`src/rtl/mem_access_stage.sv`:
```
// MEM pipeline stage: issues one registered memory request per load/store, stalls until
// mem_ready, then loads the MEM/WB register. Optional feature macro: MISALIGN_TRAP_EN.
module mem_access_stage #(
  parameter int unsigned MEM_AW = 32
) (
  input  logic              clk,
  input  logic              reset,
  input  logic [31:0]       DR,
  input  logic [4:0]        DR_num,
  input  logic [31:0]       WriteData,
  input  logic [31:0]       PC_plus_4,
  input  logic [1:0]        ResultSrc,
  input  logic              RegWrite,
  input  logic              MemWrite,
  input  logic              MemRead,
  input  logic [2:0]        funct3,
  output logic [31:0]       ALUResData,
  output logic              StallReq,
  output logic              mem_req,
  output logic              mem_we,
  output logic [MEM_AW-1:0] mem_addr,
  output logic [31:0]       mem_wdata,
  output logic [3:0]        mem_wstrb,
  input  logic              mem_ready,
  input  logic [31:0]       mem_rdata,
  output logic [31:0]       WB_ALURes,
  output logic [31:0]       WB_ReadData,
  output logic [31:0]       WB_PC_plus_4,
  output logic [4:0]        WB_DR_num,
  output logic [1:0]        WB_ResultSrc,
  output logic              WB_RegWrite,
  output logic              MisalignErr
);

  typedef enum logic {IDLE, BUSY} state_t;

  state_t            state_q, state_d;
  logic              mem_req_q, mem_req_d;
  logic              mem_we_q, mem_we_d;
  logic [MEM_AW-1:0] mem_addr_q, mem_addr_d;
  logic [31:0]       mem_wdata_q, mem_wdata_d;
  logic [3:0]        mem_wstrb_q, mem_wstrb_d;
  logic [1:0]        lane_q, lane_d;
  logic [2:0]        f3_q, f3_d;
  logic [31:0]       wb_alu_res_q, wb_alu_res_d;
  logic [31:0]       wb_read_data_q, wb_read_data_d;
  logic [31:0]       wb_pc_plus_4_q, wb_pc_plus_4_d;
  logic [4:0]        wb_dr_num_q, wb_dr_num_d;
  logic [1:0]        wb_result_src_q, wb_result_src_d;
  logic              wb_reg_write_q, wb_reg_write_d;

  logic        access, trap, stall;
  logic [31:0] st_wdata, load_data;
  logic [3:0]  st_wstrb;
  logic [7:0]  byte_sel;
  logic [15:0] half_sel;

  assign access = MemRead | MemWrite;

`ifdef MISALIGN_TRAP_EN
  logic misalign, misalign_err_q, misalign_err_d;
  assign misalign = ((funct3[1:0] == 2'b01) & DR[0]) |
                    ((funct3[1:0] == 2'b10) & (DR[1:0] != 2'b00));
  assign trap           = (state_q == IDLE) & access & misalign;
  assign misalign_err_d = trap;
  assign MisalignErr    = misalign_err_q;
  always_ff @(posedge clk) begin
    if (reset) misalign_err_q <= 1'b0;
    else       misalign_err_q <= misalign_err_d;
  end
`else
  assign trap        = 1'b0;
  assign MisalignErr = 1'b0;
`endif

  always_comb begin
    st_wdata = WriteData;
    st_wstrb = 4'b0000;
    case (funct3)
      3'b000: begin
        st_wdata = {4{WriteData[7:0]}};
        st_wstrb = 4'b0001 << DR[1:0];
      end
      3'b001: begin
        st_wdata = {2{WriteData[15:0]}};
        st_wstrb = 4'b0011 << {DR[1], 1'b0};
      end
      3'b010:  st_wstrb = 4'b1111;
      default: st_wstrb = 4'b0000;
    endcase
  end

  // Lane comes from the address latched at request time, not the live DR.
  always_comb begin
    case (lane_q)
      2'd0:    byte_sel = mem_rdata[7:0];
      2'd1:    byte_sel = mem_rdata[15:8];
      2'd2:    byte_sel = mem_rdata[23:16];
      default: byte_sel = mem_rdata[31:24];
    endcase
    half_sel = lane_q[1] ? mem_rdata[31:16] : mem_rdata[15:0];
    case (f3_q)
      3'b000:  load_data = {{24{byte_sel[7]}}, byte_sel};
      3'b001:  load_data = {{16{half_sel[15]}}, half_sel};
      3'b010:  load_data = mem_rdata;
      3'b100:  load_data = {24'h0, byte_sel};
      3'b101:  load_data = {16'h0, half_sel};
      default: load_data = '0;
    endcase
  end

  always_comb begin
    state_d         = state_q;
    mem_req_d       = mem_req_q;
    mem_we_d        = mem_we_q;
    mem_addr_d      = mem_addr_q;
    mem_wdata_d     = mem_wdata_q;
    mem_wstrb_d     = mem_wstrb_q;
    lane_d          = lane_q;
    f3_d            = f3_q;
    wb_alu_res_d    = wb_alu_res_q;
    wb_read_data_d  = wb_read_data_q;
    wb_pc_plus_4_d  = wb_pc_plus_4_q;
    wb_dr_num_d     = wb_dr_num_q;
    wb_result_src_d = wb_result_src_q;
    wb_reg_write_d  = wb_reg_write_q;
    stall           = 1'b0;

    case (state_q)
      IDLE: begin
        if (access && !trap) begin
          state_d     = BUSY;
          mem_req_d   = 1'b1;
          mem_we_d    = MemWrite;
          mem_addr_d  = {DR[MEM_AW-1:2], 2'b00};
          mem_wdata_d = st_wdata;
          mem_wstrb_d = st_wstrb;
          lane_d      = DR[1:0];
          f3_d        = funct3;
          stall       = 1'b1;
        end
      end
      BUSY: begin
        if (mem_ready) begin
          state_d   = IDLE;
          mem_req_d = 1'b0;
        end else begin
          stall = 1'b1;
        end
      end
    endcase

    if (stall) begin
      wb_reg_write_d = 1'b0;
    end else begin
      wb_alu_res_d    = DR;
      wb_pc_plus_4_d  = PC_plus_4;
      wb_dr_num_d     = DR_num;
      wb_result_src_d = ResultSrc;
      wb_reg_write_d  = RegWrite & ~trap;
      if (state_q == BUSY && !mem_we_q) wb_read_data_d = load_data;
    end
  end

  always_ff @(posedge clk) begin
    if (reset) begin
      state_q         <= IDLE;
      mem_req_q       <= 1'b0;
      mem_we_q        <= 1'b0;
      mem_addr_q      <= '0;
      mem_wdata_q     <= '0;
      mem_wstrb_q     <= '0;
      lane_q          <= '0;
      f3_q            <= '0;
      wb_alu_res_q    <= '0;
      wb_read_data_q  <= '0;
      wb_pc_plus_4_q  <= '0;
      wb_dr_num_q     <= '0;
      wb_result_src_q <= '0;
      wb_reg_write_q  <= 1'b0;
    end else begin
      state_q         <= state_d;
      mem_req_q       <= mem_req_d;
      mem_we_q        <= mem_we_d;
      mem_addr_q      <= mem_addr_d;
      mem_wdata_q     <= mem_wdata_d;
      mem_wstrb_q     <= mem_wstrb_d;
      lane_q          <= lane_d;
      f3_q            <= f3_d;
      wb_alu_res_q    <= wb_alu_res_d;
      wb_read_data_q  <= wb_read_data_d;
      wb_pc_plus_4_q  <= wb_pc_plus_4_d;
      wb_dr_num_q     <= wb_dr_num_d;
      wb_result_src_q <= wb_result_src_d;
      wb_reg_write_q  <= wb_reg_write_d;
    end
  end

  assign ALUResData   = DR;
  assign StallReq     = stall;
  assign mem_req      = mem_req_q;
  assign mem_we       = mem_we_q;
  assign mem_addr     = mem_addr_q;
  assign mem_wdata    = mem_wdata_q;
  assign mem_wstrb    = mem_wstrb_q;
  assign WB_ALURes    = wb_alu_res_q;
  assign WB_ReadData  = wb_read_data_q;
  assign WB_PC_plus_4 = wb_pc_plus_4_q;
  assign WB_DR_num    = wb_dr_num_q;
  assign WB_ResultSrc = wb_result_src_q;
  assign WB_RegWrite  = wb_reg_write_q;

endmodule

```
`config.mk`:
```
export PLATFORM = sky130hd
export DESIGN_NAME = mem_access_stage
export DESIGN_NICKNAME = d
export VERILOG_FILES = /design/src/rtl/mem_access_stage.sv
export SDC_FILE = /design/constraint.sdc
export NUM_CORES = 1
export LEC_CHECK = 0
export ABC_AREA = 1
export CORE_MARGIN = 2
export CORE_UTILIZATION = 42
export CTS_CLUSTER_SIZE = 24
export DETAILED_ROUTE_END_ITERATION = 12
export GPL_ROUTABILITY_DRIVEN = 1
export PLACE_DENSITY = 0.88
export SLEW_MARGIN = 10
export SYNTH_ARGS = -nofsm -noshare
export SYNTH_HDL_FRONTEND = slang
export SYNTH_SLANG_ARGS = --single-unit
export TNS_END_PERCENT = 5
```
`constraint.sdc`:
```
create_clock -name clk -period 1.7 [get_ports clk]
set_input_delay 0.255 -clock clk [delete_from_list [all_inputs] [get_ports clk]]
set_output_delay 0.255 -clock clk [all_outputs]
set_load 0.01 [all_outputs]
```
==> results.toml <==
[detailed_routing]
routed_via_density = 5.058
drt-pass1-iter-count = 5
route.detailed.drc = 0
wl_um = 27230
ant_nets = 0
wl_per_cell_um = 15.99
vias = 8613
drt_iter0_drc = 539

[worst_setup_path]
crit-reg2reg-capture = "WB_ReadData[18]$_SDFFE_PP0P_"
endpoint_kind = "output pin"
r2r_cells = 8
crit_chain = "clkdlybuf4s50_1 > clkdlybuf4s50_1"
r2r_start = "f3_q[0]$_SDFFE_PP0P_"
max_stage_delay_ns = 0.58
crit_start = "DR[22]"
cp_num_buf_inv = 2
cp_data_arrival_time_ns = 1.39
worstSetupPathType = "input pin to output pin"
cp_common_cell = "clkdlybuf4s50_1"
cp.depth = 2
cp_top_family = "buffers and inverters"
r2r_slack_ns = 0.27
required_ns = 1.44
cp_slowest_cell = "clkdlybuf4s50_1"
critPathLaunchType = "input pin"
critPathMaxFanout = 3
crit_end = "ALUResData[22]"

[cells_and_area]
layout-drive-gt1-share_pct = 8.781
seqCellArea_sq_mm = 0.003563
final_util_pct = 65.93
fin_cells = 1703
final_nets = 1600
design_area_sq_mm = 0.01225
multiInputGateArea_sq_mm = 0.003468
fill_cells = 1551
area_delta_synth_final_pct = 54.78
antennaDiodeCount = 0

[grt]
grt_usage_pct = 26.51
grtUsageMet1_pct = 31.95
met3_usage_pct = 5.974
grt-busiest-layer = "met2"
grt_max_degree = 65
grt_antenna_before_repair = 0
grt_pass1_vias = 8322
grt_overflow = 0
use_met2_pct = 45.32
grt_pass1_wl_um = 42060

[power_and_ir_drop]
power_density_mw_per_mm2 = 959.3
p_leak_nw = 5.375
irDropWorstVdd_v = 0.0007943

[clocking]
cts_tree = "yes"
clock_sinks = 178
path_clk_slew_ns = 0.07
postCtsHoldBufs = 0
cts_root_buf = "clkbuf_16"
numCtsBuffers = 17
clockBufferDepth = 2
h-tree-depth = 4
clock_latency_ns = 0.42

[synthesis]
synth_largest_area_cell = "dfxtp_1"
synth.cell_area_sq_mm = 0.007914
syn-instance-count = 1138
yosys_warnings = 0
synth_common_cells = "nand2_1 (351), dfxtp_1 (178), nor2_1 (126)"
synth-edff-count = 0
ys_seq_area_share_pct = 45.03
synth_area_per_cell_sq_um = 6.954
netlist.area_leader.share_pct = 45.03
ys_top_cells_by_area = "dfxtp_1 (45%), nand2_1 (17%), nand3_1 (7.0%)"
synth-seq-cells = 178
synth_cell_types = 23
synth.most_common_cell = "nand2_1"
async_reset_ff_share_pct = 0
ys.flop_type = "dfxtp_1"

[floorplanning]
core_sq_mm = 0.01858
die-area_sq_mm = 0.01996
die_w_um = 141.3
row_count = 50
ios = 352
start_util_pct = 42.59
die_h_um = 141.3

[timing]
timing.setup.tns_ns = 0
fin_crit_sh_pct = 96.93
grt_setup_unrepaired = "false"
finalClockSkew_ns = 0.01346
slew_headroom_pct = 62.89
finalHoldViolCount = 0
finalSetupViolations = 0
max_freq_mhz = 606.9
finalCriticalPeriod_ns = 1.648
worst_slew_pin_slew_ns = 0.5566
slew_violations = 0

[placed_design]
numPortBuffers = 348
hpwl_um = 19930
dpl_cell_area_sq_mm = 0.01163
place.gp.congestion = 0.8984
placed_cells = 1671

[hold_path]
holdCritPathClass = "input pin to flop"

[status]
status = "completed"

[job]
cap_violations = 0
[placed cells by master, fill, tap and decap left out, drive strengths merged]
| cell type | n |
|---|---|
| buf | 55 |
| nor2 | 131 |
| nand3 | 114 |
| a21oi | 93 |
| inv | 80 |
| dfxtp | 178 |
| nand4 | 2 |
| clkinvlp | 2 |
| conb | 3 |
| clkinv | 1 |
| clkbuf | 20 |
| nand2 | 354 |
| bufinv | 3 |
| o21ai | 85 |
| dlygate4sd2 | 1 |
| clkdlybuf4s50 | 346 |
| or2 | 1 |
[worst min-delay path by stage]
stage                                            start                      endpoint  slack, ns  cells after the start
after floorplan                               RegWrite        WB_RegWrite$_SDFF_PP0_       0.37                      2
after global placement      WB_ALURes[13]$_SDFFE_PP0P_    WB_ALURes[13]$_SDFFE_PP0P_       0.43                      2
after detailed placement  WB_PC_plus_4[2]$_SDFFE_PP0P_  WB_PC_plus_4[2]$_SDFFE_PP0P_       0.43                      2
after CTS                                        reset        WB_RegWrite$_SDFF_PP0_       0.30                      4
after global routing                             reset        WB_RegWrite$_SDFF_PP0_       0.32                      4
final                                            reset        WB_RegWrite$_SDFF_PP0_       0.28                      4
[cell type report]
cell class	count	area share [%]
multi-input combinational	783	28.31
clock buffer	20	3.728
tap	234	2.390
clock inverter	12	1.369
inverter	74	2.288
sequential	178	29.09
timing repair buffer	402	32.82
[stage by stage]
step / hold WS [ns] / setup WS, ns / total power, mW
final: 0.2771 / 0.05227 / 11.75
after global placement: 0.4272 / -0.1287 / 7.561
after floorplan: 0.3672 / 0.4189 / 6.090
after detailed placement: 0.4326 / -0.1261 / 7.622
after global routing: 0.3237 / 0.01287 / 12.24
after CTS: 0.2986 / 0.02235 / 11.81
[layer usage]
layer | vias up | part of all wire, %
met1 | 3931 | 39
li1 | 4201 | -
met2 | 417 | 49
met4 | 0 | 3.8
met5 | - | 0
met3 | 64 | 8.6
[report_power, final]
part	internal [mW]	total [mW]	switching (mW)	leakage (nW)
Combinational	1.41	2.84	1.43	3.61
Clock	2.44	4.20	1.76	0.302
Sequential	4.51	4.71	0.196	1.47
Total	8.36	11.8	3.39	5.37
[kinds of logic after synthesis]
kind of cell / share of synthesized area [%]
compound gates: 12.30
buf+inv: 11.37
flops: 45.03
other cells: 0.04739
simple gates: 31.26
[worst register-to-register path, cell delays in order (launching register included)]
cell     delay, ns
dfxtp_1       0.42
inv_2         0.08
nor2_4        0.22
nand2_4       0.10
nor2_8        0.22
nor2_1        0.08
nand2_1       0.07
nand2_1       0.07
a21oi_2       0.11
[sequential cells by signal, summed over array words and instances, names as in the netlist, 3 cells and up]
signal / flops
WB_ReadData: 32
f3_q: 3
mem_addr: 30
mem_wdata: 32
WB_ALURes: 32
WB_DR_num: 5
WB_PC_plus_4: 32
mem_wstrb: 4
[what timing repair did]
item	4_1_cts	5_1_grt
buffers inserted	0	0
gates cloned	0	0
gates resized for setup	1	1
endpoints found under the setup margin	1	1
No activity file was read; power rests on OpenSTA's default activity.
